==> src/rtl/serial_add_driver.sv <==
// Sequencer for a WIDTH-bit serial adder: serialises an operand pair LSB first, then captures the s_out stream as a parallel sum.
// Optional macro SERIAL_ADD_DRV_CLEAR_EN adds a one-cycle CLEAR (clear_b low) ahead of LOAD_A.
module serial_add_driver #(
    parameter int WIDTH = 4
) (
    input  logic             clk,
    input  logic             rst,
    input  logic             in_valid,
    output logic             in_ready,
    input  logic [WIDTH-1:0] a_in,
    input  logic [WIDTH-1:0] b_in,
    output logic             s_in,
    output logic             shift_ctrl,
    output logic             clear_b,
    input  logic             s_out,
    output logic [WIDTH-1:0] sum_out,
    output logic             out_valid,
    input  logic             out_ready
);
    localparam int CW = (WIDTH > 1) ? $clog2(WIDTH) : 1;

`ifdef SERIAL_ADD_DRV_CLEAR_EN
    typedef enum logic [2:0] {IDLE, CLEAR, LOAD_A, LOAD_B, ADD, DONE} state_t;
`else
    typedef enum logic [2:0] {IDLE, LOAD_A, LOAD_B, ADD, DONE} state_t;
`endif

    state_t           state_reg, state_next;
    logic [CW-1:0]    phase_reg;
    logic [WIDTH-1:0] a_sh_reg, b_sh_reg, sum_sh_reg, sum_out_reg;
    logic             out_valid_reg;
    logic             phase_last;
    logic             shifting;
    logic [WIDTH-1:0] sum_sh_next;

    assign phase_last  = (phase_reg == CW'(WIDTH - 1));
    assign shifting    = (state_reg == LOAD_A) || (state_reg == LOAD_B) || (state_reg == ADD);
    assign sum_sh_next = {s_out, sum_sh_reg[WIDTH-1:1]};

    always_comb begin
        state_next = state_reg;
        case (state_reg)
            IDLE: begin
                if (in_valid) begin
`ifdef SERIAL_ADD_DRV_CLEAR_EN
                    state_next = CLEAR;
`else
                    state_next = LOAD_A;
`endif
                end
            end
`ifdef SERIAL_ADD_DRV_CLEAR_EN
            CLEAR:  state_next = LOAD_A;
`endif
            LOAD_A: if (phase_last) state_next = LOAD_B;
            LOAD_B: if (phase_last) state_next = ADD;
            ADD:    if (phase_last) state_next = DONE;
            DONE:   if (out_ready) state_next = IDLE;
            default: state_next = IDLE;
        endcase
    end

    always_ff @(posedge clk) begin
        if (rst) begin
            state_reg     <= IDLE;
            phase_reg     <= '0;
            a_sh_reg      <= '0;
            b_sh_reg      <= '0;
            sum_sh_reg    <= '0;
            sum_out_reg   <= '0;
            out_valid_reg <= 1'b0;
        end else begin
            state_reg <= state_next;
            if (state_reg == IDLE && in_valid) begin
                a_sh_reg <= a_in;
                b_sh_reg <= b_in;
            end
            if (state_reg == LOAD_A) a_sh_reg <= a_sh_reg >> 1;
            if (state_reg == LOAD_B) b_sh_reg <= b_sh_reg >> 1;
            if (state_reg == ADD)    sum_sh_reg <= sum_sh_next;
            if (shifting) phase_reg <= phase_last ? '0 : phase_reg + 1'b1;
            // The last ADD bit is folded in directly so sum_out carries the full stream
            if (state_reg == ADD && phase_last) begin
                sum_out_reg   <= sum_sh_next;
                out_valid_reg <= 1'b1;
            end
            if (state_reg == DONE && out_ready) out_valid_reg <= 1'b0;
        end
    end

    assign in_ready   = (state_reg == IDLE) && !rst;
    assign shift_ctrl = shifting;
    assign s_in       = (state_reg == LOAD_A) ? a_sh_reg[0] :
                        (state_reg == LOAD_B) ? b_sh_reg[0] : 1'b0;
`ifdef SERIAL_ADD_DRV_CLEAR_EN
    assign clear_b    = (state_reg != CLEAR);
`else
    assign clear_b    = 1'b1;
`endif
    assign sum_out    = sum_out_reg;
    assign out_valid  = out_valid_reg;
endmodule

==> config.mk <==
export PLATFORM = sky130hd
export DESIGN_NAME = serial_add_driver
export DESIGN_NICKNAME = d
export VERILOG_FILES = /design/src/rtl/serial_add_driver.sv
export SDC_FILE = /design/constraint.sdc
export NUM_CORES = 1
export LEC_CHECK = 0
export CORE_ASPECT_RATIO = 0.8
export CORE_UTILIZATION = 52
export CTS_CLUSTER_SIZE = 25
export DETAILED_ROUTE_END_ITERATION = 10
export PLACE_DENSITY = 0.86
export SYNTH_ARGS = -nofsm -noshare
export SYNTH_HDL_FRONTEND = slang
export SYNTH_SLANG_ARGS = --single-unit
==> constraint.sdc <==
create_clock -name clk -period 3.1 [get_ports clk]
set_input_delay 0.31 -clock clk [delete_from_list [all_inputs] [get_ports clk]]
set_output_delay 0.31 -clock clk [all_outputs]
set_load 0.02 [all_outputs]
==> results of run 1 <==
## synthesized netlist by cell type
cell type	count
o21bai_2	1
buf_4	1
nand3_1	4
a22oi_1	3
xor2_1	1
or3b_1	1
or4b_1	1
nand3b_1	1
o22ai_1	2
nand2b_1	1
o21ai_0	1
buf_2	3
conb_1	1
nor3_1	3
a22o_1	1
nor2_1	13
ha_1	1
o31ai_1	1
inv_1	5
mux2i_1	10
nor4b_4	1
buf_6	1
a21oi_1	6
nand3b_2	1
nand4b_4	1
or3_1	1
dfxtp_1	21
nor3b_4	1
o21ai_1	1
nand2_1	2
nor2_2	1
nor4_1	1
mux2_2	1
clkbuf_1	2
nor2b_1	1
a221oi_1	3
a311oi_1	1
## worst reg2reg max path: stages, from the launching register on
cell,delay (ns)
dfxtp_1,0.75
mux2_2,0.41
o21ai_0,0.15
nor3_1,0.06
## worst max path at each step
stage / slack [ns] / to
global route: 0.62 / s_in
global placement: 1.06 / in_ready
CTS: 0.78 / s_in
finish: 0.78 / s_in
detailed placement: 1.01 / in_ready
floorplan: 1.47 / in_ready
## cell families after synthesis
family | Yosys count
and+or+nand+nor | 34
DFF | 21
AOI/OAI and AO/OA | 20
buffers and inverters | 12
muxes | 11
adders and majority gates | 1
other | 1
xor gates and xnor gates | 1
## power by group
group | internal (mW) | total (mW) | switching, mW
Combinational | 0.0390 | 0.0751 | 0.0361
Clock | 0.0482 | 0.132 | 0.0842
Sequential | 0.281 | 0.287 | 0.00567
## through the flow
step	hold WS [ns]	worst slack, ns	cells	cell area [um2]	power [mW]
3_3_place_gp	0.455	1.06	138	1180	0.365
5_1_grt	0.507	0.621	142	1210	0.518
3_5_place_dp	0.466	1.01	138	1180	0.367
4_1_cts	0.484	0.783	142	1210	0.499
6_report	0.478	0.783	142	1210	0.494
2_1_floorplan	0.389	1.47	101	981	0.338
## final cells by class
| class | count | area (um2) |
|---|---|---|
| fill | 134 | 482 |
| tap | 22 | 27.5 |
| timing repair buffer | 22 | 215 |
| clock buffer | 3 | 22.5 |
| inverter | 5 | 18.8 |
| clock inverter | 1 | 5.00 |
| multi-input combinational | 68 | 500 |
| sequential | 21 | 420 |
## routing by layer
| metal | track usage | vias up | wire (um) | part of all wire |
|---|---|---|---|---|
| li1 | - | 401 | - | - |
| met1 | 0.246 | 356 | 869 | 0.48 |
| met2 | 0.303 | 22 | 821 | 0.46 |
| met3 | 0.0556 | 2 | 99 | 0.055 |
| met4 | 0.0903 | 0 | 10 | 0.0056 |
| met5 | 0 | - | 0 | 0 |
==> results.txt, run 1 <==
The run finished with clean final reports. By area the synthesized netlist is led by dfxtp_1 (43%), mux2i_1 (10%), nor2_1 (5.0%). The leakage power total is between 0.5 and 0.6 nW. The first detailed-routing pass took 5 iterations.

The post-synth net total is 115. The endpoint identified for the worst register-to-register timing path is state_reg[0]. The post-layout minimum cycle time came out at ~2.3 ns.

The number of synthesized register bits is 21. The post-synthesis instance area is 981 um2. The sequential element share of the synthesized area is 0.429.

The path with the worst hold slack has its endpoint at b_sh_reg[1]. VDD sags by at most between 0.0003 and 0.0004 V. Grouping stages by cell kind, the critical path spends the most delay in buffers and inverters. The count of endpoints failing setup in the final report is 0. The total stage count of the critical path is 3. Once detailed placement completed, the half-perimeter wirelength came to between 1 and 1.5 mm. The worst setup path is launched from a register.

The number of cells produced by synthesis is 101. The ratio of total power to cell area came out at 408 nW/um2. The cell type with the largest total area after synthesis is dfxtp_1. The max-slew violation total from the final report came out at 0.

TritonCTS built the clock tree. In the final design database the tool counted ~140 nets. The endpoint kind of the worst setup timing path is a primary output.

The aggregate routed wire length is around 1.8 mm. The required time at the worst-slack endpoint came out at about 2.8 ns. Max-cap violations in this run came to 0.

The repair_antennas step left the layout with diodes totalling 0. The core box area is roughly 1700 um2. The maximum clock insertion buffer count is 2. The die is roughly 40 um tall. Dividing the detail-routed wire length by the instance count gives about 13 um.

The number of clock sinks seen by CTS came out at 21. The combined global-route utilization of all metal layers is 0.191. The maximum single-stage delay on the critical path came out at approximately 0.62 ns. The total congestion overflow came out at 0.

In this run the worst hold path is classified as register to register. The via count of the first global-routing pass was ~660. Of the total synthesized cell area, the portion taken by AND, OR, NAND and NOR gates is 0.231. The number of buffers inserted by hold repair at cts came out at 0. In this run the critical register-to-register path is launched from state_reg[1]. The later pin in the worst-skew pair is clocked with a latency of a little over 0.3 ns.

The first global-routing pass estimated 2.80 mm of wire. The number of design-rule violations left by the first detailed-router iteration came out at 15. Leaving out fill and tap cells, the most frequent cell in the layout is dfxtp_1. The cell sitting at the root of the clock tree is a clkbuf_4. Along the worst hold path, the cell count comes to 2. The total number of placement rows came out at 13.

The arithmetic-cell share of the synthesized area counting full adders, half adders and majority gates is 0.0128. Entering global routing, the biggest net connects 23 pins. The maximum level of the CTS H-tree is 1. The number of antenna violations at the first check in global routing was 0. The arrival time at the worst endpoint came out at approximately 2 ns. The startpoint identified for the worst hold timing path is b_sh_reg[1]. The detail-routed via count per cell is between 5 and 6. The post-cts gate resize count is 0.

The number of remaining DRC errors came out at 0. The congestion estimate from routability-driven global placement came to ~0.80. The synthesized-area fraction occupied by ao, oa, aoi and oai cells is 0.140. The maximum frequency from static timing analysis is roughly 430 MHz.

The share of the synthesized netlist area taken by xor and xnor gates came out at 0.00893. Traced cell by cell, the critical path runs through or3_1 -> a21oi_1 -> clkdlybuf4s50_1. Counting both buffers and inverters, the worst setup path holds a total of 1. The share of synthesized area in the top cell type comes to 0.429. The number of nets with antenna violations after detailed routing came out at 0. In this run the register-to-register setup slack is 1.62 ns. Setup repair after global routing left no endpoint under its margin. In the final timing run, aggregate negative setup slack is 0 ns.

The count of endpoints failing hold in the final timing report is 0. The final route contains 781 vias. The most critical setup path has its startpoint at state_reg[1]. The main combinational cell family by area after synthesis is simple AND/OR/NAND/NOR gates. The clock slew seen by the registers of the worst setup and hold paths came out at about 0.12 ns. For this run, the number of Yosys warnings is 0. The post-CTS setup buffer count came out at 0.

The number of buffer cells added on primary ports came out at 20. The area growth from synthesis to layout came out at 23.3%. The number of I/O pins is 22. The die is ~50 um wide. Measured against the total synthesized area, the mux share comes to 0.114. The utilization after layout is 0.715. For the worst flop-to-flop path, the logic depth is 3.

The share of post-route cells with drive strength above 1 came out at 0.108. Of all nets on the critical path, the largest fanout is 15. The worst clock skew is between 0.003 and 0.004 ns.

The critical path is of the register to primary output type. The average size of a mapped cell came out at around 10 um2. Clock tree synthesis inserted a total of 3 buffers.

Dividing the final minimum period by the clock period gives 0.747. The floorplan step defined a die boundary enclosing about 2100 um2. Leaving out fill and tap cells, the most frequent cells in the layout are dfxtp_1 (21), clkdlybuf4s50_1 (20), nor2_1 (13), mux2i_1 (10), a21oi_1 (6).

Synthesis instantiated 37 different standard cells from the library. Among all stages on the critical path, the largest delay is contributed by clkdlybuf4s50_1. The actual transition at the worst max-transition pin is ~0.64 ns. The worst slew margin relative to its limit is 0.572. The initial utilization of the core area, before any placement, comes to 0.580.
(Power assumes the default switching activity.)
==> inputs of run 2 (changes only) <==
--- a/config.mk
+++ b/config.mk
@@ -6,10 +6,10 @@
 export NUM_CORES = 1
 export LEC_CHECK = 0
 export CORE_ASPECT_RATIO = 0.8
-export CORE_UTILIZATION = 52
+export CORE_UTILIZATION = 43
 export CTS_CLUSTER_SIZE = 25
 export DETAILED_ROUTE_END_ITERATION = 10
-export PLACE_DENSITY = 0.86
+export PLACE_DENSITY = 0.77
 export SYNTH_ARGS = -nofsm -noshare
 export SYNTH_HDL_FRONTEND = slang
 export SYNTH_SLANG_ARGS = --single-unit
==> constraint.sdc (replaced) <==
create_clock -name clk -period 1.9 [get_ports clk]
set_input_delay 0.19 -clock clk [delete_from_list [all_inputs] [get_ports clk]]
set_output_delay 0.19 -clock clk [all_outputs]
set_load 0.02 [all_outputs]
==> run 2 against run 1 <==
Routed wire length up 4.3%. Hold slack lost 0.048 ns. Global-route usage decreased by 2.0 points. Final cell count is 4.9% higher. Largest power group unchanged.
==> results.txt, run 2 (synthesized netlist as in run 1, its figures left out) <==
The number of buffer cells added on primary ports is 20. The count of endpoints failing hold in the final timing report came out at 0. The number of clock sinks seen by CTS is 21.

Entering global routing, the biggest net connects 22 pins. The worst clock skew came out at between 0.008 and 0.009 ns. The number of design-rule violations left by the first detailed-router iteration is 11. The global placer's final weighted congestion came out at between 0.7 and 0.8.

The height of the die is approximately 45 um. The first-pass GRT wire length is approximately 3.3 mm. The full die area is around 2500 um2. STA classifies the critical path endpoint as a primary output. After routing the design area is between 1000 and 1500 um2. The top cell types in the final layout, fill and taps aside, are dfxtp_1 (20), clkdlybuf4s50_1 (17), nor2_1 (13), mux2i_1 (10). The initial utilization of the core area, before any placement, comes to 0.454. The worst setup path is launched from a register. The number of buffers inserted by hold repair at cts is 0. The number of I/O pins is 22. The average detailed-routed wire length per instance is around 13 um. The arrival time at the worst endpoint is 1.51 ns. The detail-routed via count per cell is about 5.4.

After detailed placement, the design holds a cell count of 145. The placed instance area came out at about 1200 um2. Setup repair after global routing left no endpoint under its margin. The post-cts gate resize count is 4. The worst ir drop on vdd is ~0.00046 V.

The type of the worst setup path is register to primary output. The clock slew seen by the registers of the worst setup and hold paths came out at about 0.12 ns. The number of filler cells placed in the layout is between 150 and 200. The number of antenna violations at the first check in global routing came out at 0.

For this run, the total global-route usage over all layers was measured as 0.171. Leaving out fill and tap cells, the most frequent cell in the layout is dfxtp_1. The setup TNS came out at 0 ns. The detailed-placement wirelength estimate came out at around 1.4 mm.

The tightest min-delay check is of the input port to register type. On the worst path, the slowest cell contributes a delay of 0.36 ns. Compared with the post-synthesis result, the final layout area differs by 26.4%.

The total number of vias is ~800. After floorplanning, the core was sized to cover between 2000 and 2500 um2. For this run, the detailed router's first-pass iteration total came to 3. Walking the worst path, the cells encountered are inv_1 -> or3_1 -> a21oi_1 -> dlygate4sd2_1. The maximum clock insertion buffer count is 2. The final-layout worst hold slack is roughly 0.43 ns.

The number of buffers and inverters on the critical path is 2. The maximum frequency from static timing analysis came out at 589 MHz. The number of max-cap violations came out at 0. For this run, the post-layout net count is between 100 and 150.

The filler-free cell count of the finished design is approximately 150. The post-route fraction of the period consumed by the critical path is 0.894. The required time at the worst-slack endpoint is 1.71 ns. The analysis attributes to cell leakage a power of about 0.57 nW. In this design, the largest share of critical-path delay is due to buffers and inverters. The number of antenna repair diodes is 0.

The floorplan die width is 55.4 um. The ratio of total power to cell area is 643 nW/um2. The flow ran to the end, and the final reports show no timing, DRC or antenna violations. The total overflow left after global routing is 0. The worst-path cell with the longest stage delay is or3_1.

The maximum level of the CTS H-tree came out at 1. The number of nets with antenna violations after detailed routing came out at 0. In this run, CTS created clock tree buffers numbering 3. The max-slew violation total from the final report is 0. The share of post-route cells with drive strength above 1 came out at 0.137. The total number of placement rows came out at 15. The number of setup buffers added after CTS is 0. The aggregate routed wire length came out at 1.88 mm. The post-layout minimum cycle time is ~1.7 ns. TritonCTS built the clock tree. The later-pin clock latency in the skew report came out at roughly 0.3 ns.

The highest net fanout along the worst path is 2. The via count of the first global-routing pass is approximately 770. In the routed design, unresolved DRC markers number 0.

Setup violations remaining at the end of the flow were counted as 0. The cell sitting at the root of the clock tree is a clkbuf_4.
## run 2: worst paths after layout
path	start	to	slack [ns]	cells after the start
setup / recovery	a_sh_reg[0]	s_in	0.20	4
hold / removal	a_in[3]	a_sh_reg[3]	0.43	3
setup reg to reg	state_reg[2]	b_sh_reg[1]	0.52	4
hold reg to reg	b_sh_reg[2]	b_sh_reg[2]	0.48	2
## run 2: area by class of cell
type | count | area (um2) | area share
inverter | 5 | 18.8 | 0.0151
tap | 25 | 31.3 | 0.0252
multi-input combinational | 68 | 500 | 0.404
clock buffer | 4 | 26.3 | 0.0212
timing repair buffer | 26 | 241 | 0.195
sequential | 21 | 422 | 0.340
## run 2: per-stage QoR
stage | setup WS (ns) | total power, mW | util
after CTS | 0.179 | 0.810 | 0.574
final | 0.201 | 0.798 | 0.574
after floorplan | 0.391 | 0.551 | -
after global routing | 0.0827 | 0.838 | 0.574
after global placement | 0.265 | 0.597 | 0.563
after detailed placement | 0.237 | 0.601 | 0.563
## run 2: routing by layer
metal / global-route usage / vias to the layer above / wire length (um)
li1: - / 405 / -
met1: 0.204 / 381 / 878
met2: 0.304 / 14 / 915
met3: 0.0573 / 2 / 73
met4: 0.0450 / 0 / 11
met5: 0 / - / 0
## run 2: power by group
part	internal (mW)	switching [mW]	leakage, nW
sequential	0.458	0.00860	0.172
clock	0.0817	0.129	0.0150
combinational	0.0609	0.0595	0.387
total	0.601	0.197	0.574
## run 2: worst reg2reg max path, delay by kind of cell (launching register included)
kind                   cells  cell delay, ns
and+or+nand+nor            2            0.67
buffers and inverters      1            0.18
AOI/OAI and AO/OA          1            0.06
DFF                        1            0.38
